<file path="src/rtl/inst_queue.sv">
// Circular instruction queue between fetch and decode, replacing the IF/ID register.
// Define INST_QUEUE_BYPASS_EN to let enqueued lanes fill empty output lanes in the same cycle.
module inst_queue #(
  parameter int DEPTH  = 8,
  parameter int IN_W   = 2,
  parameter int OUT_W  = 2,
  parameter int PC_W   = 32,
  parameter int INST_W = 32
) (
  input  logic                       clk,
  input  logic                       rst,
  input  logic                       flush,
  input  logic [IN_W-1:0]            in_valid,
  input  logic [IN_W*PC_W-1:0]       in_pc,
  input  logic [IN_W*PC_W-1:0]       in_npc,
  input  logic [IN_W*INST_W-1:0]     in_inst,
  output logic                       in_ready,
  output logic [OUT_W-1:0]           out_valid,
  output logic [OUT_W*PC_W-1:0]      out_pc,
  output logic [OUT_W*PC_W-1:0]      out_npc,
  output logic [OUT_W*INST_W-1:0]    out_inst,
  input  logic [OUT_W-1:0]           out_take,
  output logic [$clog2(DEPTH+1)-1:0] count,
  output logic                       full,
  output logic                       empty
);

  localparam int PTR_W = $clog2(DEPTH);
  localparam int CNT_W = $clog2(DEPTH+1);

  logic [PC_W-1:0]   mem_pc   [DEPTH];
  logic [PC_W-1:0]   mem_npc  [DEPTH];
  logic [INST_W-1:0] mem_inst [DEPTH];

  logic [PTR_W-1:0] head, tail;
  logic [CNT_W-1:0] n_enq, n_deq, n_byp;
  logic             enq_run, deq_run;

  logic              wr_en   [IN_W];
  logic [PTR_W-1:0]  wr_addr [IN_W];
  logic [PC_W-1:0]   wr_pc   [IN_W];
  logic [PC_W-1:0]   wr_npc  [IN_W];
  logic [INST_W-1:0] wr_inst [IN_W];

  assign in_ready = (count <= CNT_W'(DEPTH - IN_W));
  assign full     = (count == CNT_W'(DEPTH));
  assign empty    = (count == '0);

  always_comb begin
    n_enq   = '0;
    enq_run = in_ready;
    for (int unsigned k = 0; k < IN_W; k++) begin
      if (enq_run && in_valid[k]) n_enq = n_enq + CNT_W'(1);
      else                        enq_run = 1'b0;
    end
  end

  // Read side: registered entries, optionally overlaid by same-cycle input lanes.
  always_comb begin
    logic [CNT_W-1:0] byp_k;
    byp_k = '0;
    for (int unsigned i = 0; i < OUT_W; i++) begin
      out_valid[i]                 = (count > CNT_W'(i));
      out_pc[i*PC_W +: PC_W]       = mem_pc[head + PTR_W'(i)];
      out_npc[i*PC_W +: PC_W]      = mem_npc[head + PTR_W'(i)];
      out_inst[i*INST_W +: INST_W] = mem_inst[head + PTR_W'(i)];
`ifdef INST_QUEUE_BYPASS_EN
      if (!flush && !rst && (CNT_W'(i) >= count)) begin
        byp_k = CNT_W'(i) - count;
        if (byp_k < n_enq) begin
          out_valid[i]                 = 1'b1;
          out_pc[i*PC_W +: PC_W]       = in_pc[int'(byp_k)*PC_W +: PC_W];
          out_npc[i*PC_W +: PC_W]      = in_npc[int'(byp_k)*PC_W +: PC_W];
          out_inst[i*INST_W +: INST_W] = in_inst[int'(byp_k)*INST_W +: INST_W];
        end
      end
`endif
    end
  end

  always_comb begin
    n_deq   = '0;
    deq_run = 1'b1;
    for (int unsigned i = 0; i < OUT_W; i++) begin
      if (deq_run && out_take[i] && out_valid[i]) n_deq = n_deq + CNT_W'(1);
      else                                        deq_run = 1'b0;
    end
  end

`ifdef INST_QUEUE_BYPASS_EN
  // Takes beyond the stored entries consume bypassed input lanes, which are never written.
  assign n_byp = (n_deq > count) ? (n_deq - count) : '0;
`else
  assign n_byp = '0;
`endif

  always_comb begin
    int unsigned src;
    for (int unsigned k = 0; k < IN_W; k++) begin
      src        = k + int'(n_byp);
      wr_en[k]   = !rst && !flush && (CNT_W'(src) < n_enq);
      wr_addr[k] = tail + PTR_W'(k);
      wr_pc[k]   = '0;
      wr_npc[k]  = '0;
      wr_inst[k] = '0;
      if (src < IN_W) begin
        wr_pc[k]   = in_pc[src*PC_W +: PC_W];
        wr_npc[k]  = in_npc[src*PC_W +: PC_W];
        wr_inst[k] = in_inst[src*INST_W +: INST_W];
      end
    end
  end

  always_ff @(posedge clk) begin
    for (int unsigned k = 0; k < IN_W; k++) begin
      if (wr_en[k]) begin
        mem_pc[wr_addr[k]]   <= wr_pc[k];
        mem_npc[wr_addr[k]]  <= wr_npc[k];
        mem_inst[wr_addr[k]] <= wr_inst[k];
      end
    end
  end

  always_ff @(posedge clk) begin
    if (rst || flush) begin
      head  <= '0;
      tail  <= '0;
      count <= '0;
    end else begin
      head  <= head + PTR_W'(n_deq - n_byp);
      tail  <= tail + PTR_W'(n_enq - n_byp);
      count <= count + n_enq - n_deq;
    end
  end

endmodule

</file>
<file path="config.mk">
export PLATFORM = sky130hd
export DESIGN_NAME = inst_queue
export DESIGN_NICKNAME = d
export VERILOG_FILES = /design/src/rtl/inst_queue.sv
export SDC_FILE = /design/constraint.sdc
export NUM_CORES = 2
export LEC_CHECK = 0
export BUFFER_PORTS_ARGS = -buffer_cell sky130_fd_sc_hd__buf_2
export CORE_MARGIN = 2
export CORE_UTILIZATION = 35
export CTS_BUF_LIST = sky130_fd_sc_hd__clkbuf_4 sky130_fd_sc_hd__clkbuf_8 sky130_fd_sc_hd__clkbuf_16
export CTS_CLUSTER_DIAMETER = 50
export DETAILED_ROUTE_END_ITERATION = 8
export PLACE_DENSITY = 0.49
export SYNTH_ARGS = -nofsm -noshare
export SYNTH_HDL_FRONTEND = slang
export SYNTH_SLANG_ARGS = --single-unit
</file>
<file path="constraint.sdc">
create_clock -name clk -period 16.2 [get_ports clk]
set_input_delay 3.24 -clock clk [delete_from_list [all_inputs] [get_ports clk]]
set_output_delay 3.24 -clock clk [all_outputs]
set_load 0.01 [all_outputs]
</file>
==> impl_metrics.tcl <==
set metrics [dict create \
    period_share 0.522 \
    cts_max_path_buffers 3 \
    required_ns 12.96 \
    grt_max_degree 125 \
    syn-num-nets 2621 \
    cts.sinks 778 \
    period_minus_slack_ns 8.46 \
    finalSetupViolCount 0 \
    cts_resized 0 \
    end_kind "primary output" \
    fin_worst_skew_ns 0.0233 \
    synthCells 2404 \
    dp_hpwl_um 81100 \
    wirelength_um 144000 \
    p_per_area_nw_per_um2 125 \
    grt_pass1_vias 28400 \
    num_vias 25800 \
    cts_setup_buffers 0 \
    dr.pass1.iters 6 \
    final_nets 3000 \
    critPathMaxFanout 120 \
    slew_headroom 0.148 \
    design_area_um2 52200 \
    synth_edf_count 768 \
    fp.dieW_um 361 \
    postRouteAntennaNets 0 \
    rsz0062_at_grt "no" \
    clk_pin_slew_ns 0.06 \
    cts_hold_buffers 0 \
    pin_count 400 \
    place_area_um2 48100 \
    drc 0 \
    syn_to_final_growth_pct 17.3 \
    cts_tree "built" \
    arrival_ns 5.22 \
    htreeDepth 3 \
    cp_num_buf_inv 3 \
    final_max_slew_viol_count 0 \
    worstSetupStartpointType "register" \
    hold_path.class "register to register" \
    synth_flop_cell "edfxtp_1" \
    synth_seq_cells 778 \
    syn_avg_cell_area_um2 18.5 \
    die_y_um 361 \
    hold_violations 0 \
    final_cell_mix "mux2_2, edfxtp_1, buf_2, mux4_2, clkbuf_16" \
    path_cells "ha_4 > buf_12 > buf_4 > mux4_2 > mux2_2 > buf_2" \
    cts_buffers 117 \
    n_fill_cell 11300 \
    design.core.area_um2 126000 \
    viasPerCell 5.69 \
    worst_pin_slew_ns 1.28 \
    clk_latency_ns 0.73 \
    antenna_found_initial 52 \
    place.gp.congestion 0.782 \
    place_ws_ns 8.36 \
    rows 130 \
    fin_ws_ns 7.74 \
    drt-initial-drc-count 1853 \
    yosysUniqueCellTypes 35 \
    final_common_cell "mux2_2" \
    ys_seq_area_frac 0.523 \
    die_area_um2 130000 \
    track_usage 0.220 \
    max-cap-violations 0 \
    async_flop_share 0 \
    port_buffers 399 \
    globalRouteOverflowTotal 0 \
    routedWlPerCell_um 31.7 \
    tns_ns 0 \
    ctsRootBufferMaster "clkbuf_16" \
    clock.fmax_mhz 118 \
    start_util 0.353 \
    outcome "finished clean" \
    synth_area_um2 44500 \
    critPathKind "register to primary output" \
    power_leakage_nw 17.0 \
    drive_above_1_share 0.699 \
    yosysWarnings 0 \
    peakVddDrop_uv 104 \
    grt_pass1_wl_um 207000 \
    p_total_mw 6.50 \
    slowest_stage "dfxtp_4" \
    crit_family "buffers and inverters" \
    cp_slowest_stage_delay_ns 0.96 \
    postLayoutCoreUtil 0.415 \
]
## per-stage QoR
| step | hold slack [ns] | std cells |
|---|---|---|
| floorplan | 0.574 | 2404 |
| global placement | 0.649 | 4314 |
| detailed placement | 0.632 | 4314 |
| CTS | 0.653 | 4529 |
| global route | 0.703 | 4536 |
| finish | 0.646 | 4540 |
## cells by family after synthesis
logic type      Yosys count  synth area share
mux                    1345             0.438
flops                   778             0.523
buf+inv                 207            0.0247
simple gates             38           0.00577
fa+ha+maj                18           0.00574
compound gates           12           0.00169
xor+xnor                  6           0.00152
## sequential cells by signal, summed over array words and instances, names as in the netlist
signal / cells
head: 3
mem_inst: 256
mem_npc: 256
tail: 3
mem_pc: 256
count: 4
## metal layers
| metal | routed length [um] | vias up | share of wire | GRT usage |
|---|---|---|---|---|
| li1 | - | 10900 | - | - |
| met1 | 57000 | 13800 | 0.40 | 0.265 |
| met2 | 72200 | 755 | 0.50 | 0.377 |
| met3 | 9610 | 284 | 0.067 | 0.0630 |
| met4 | 4710 | 60 | 0.033 | 0.0740 |
| met5 | 379 | - | 0.0026 | 0 |
## cell usage after synthesis (6+ instances only)
cell | count | area share
nand3_2 | 6 | 0.0014
edfxtp_1 | 768 | 0.52
buf_4 | 6 | 0.0010
inv_1 | 15 | 0.0013
dfxtp_1 | 10 | 0.0045
buf_1 | 10 | 0.00084
buf_6 | 17 | 0.0043
and2_1 | 7 | 0.00098
clkbuf_1 | 23 | 0.0019
mux2_2 | 950 | 0.24
mux2_1 | 10 | 0.0025
nor2_1 | 7 | 0.00059
mux4_2 | 384 | 0.19
nand2_1 | 6 | 0.00051
buf_2 | 136 | 0.015
ha_1 | 14 | 0.0039
## worst paths after layout
kind             from              end  slack [ns]  cells after the start
max           head[0]     out_inst[47]        7.74                      6
min reg2reg  count[0]         count[0]        0.65                      2
min          count[0]         count[0]        0.65                      2
max reg2reg  count[3]  mem_inst[4][11]       11.05                     11
## cell type report
| cell class | instances | area (um^2) | share of cell area |
|---|---|---|---|
| well taps | 1650 | 2060 | 0.0396 |
| clock buffers | 131 | 3070 | 0.0588 |
| clock inverters | 84 | 963 | 0.0185 |
| flip-flops and latches | 778 | 23300 | 0.446 |
| inverters | 15 | 56.3 | 0.00108 |
| multi-input cells | 1419 | 20300 | 0.389 |
| repair buffers | 452 | 2430 | 0.0466 |
| diodes | 11 | 27.5 | 0.000527 |
## worst register-to-register path: stages, from the launching register on
cell and delay, ns:
dfxtp_1 0.41, inv_1 0.09, ha_1 0.20, and3_1 0.20, a211oi_1 0.39, and2_1 0.19, ha_1 0.29, and4bb_4 0.35
and3_4 0.48, o21bai_4 0.46, buf_4 0.79, buf_4 0.87
## report_power, final
group          internal, mW  total [mW]  switching, mW
registers              2.26        2.31         0.0461
clock network          1.62        2.62           1.00
logic                 0.796        1.57          0.774
total                  4.68        6.50           1.82
Power figures use the tool's default switching activity.
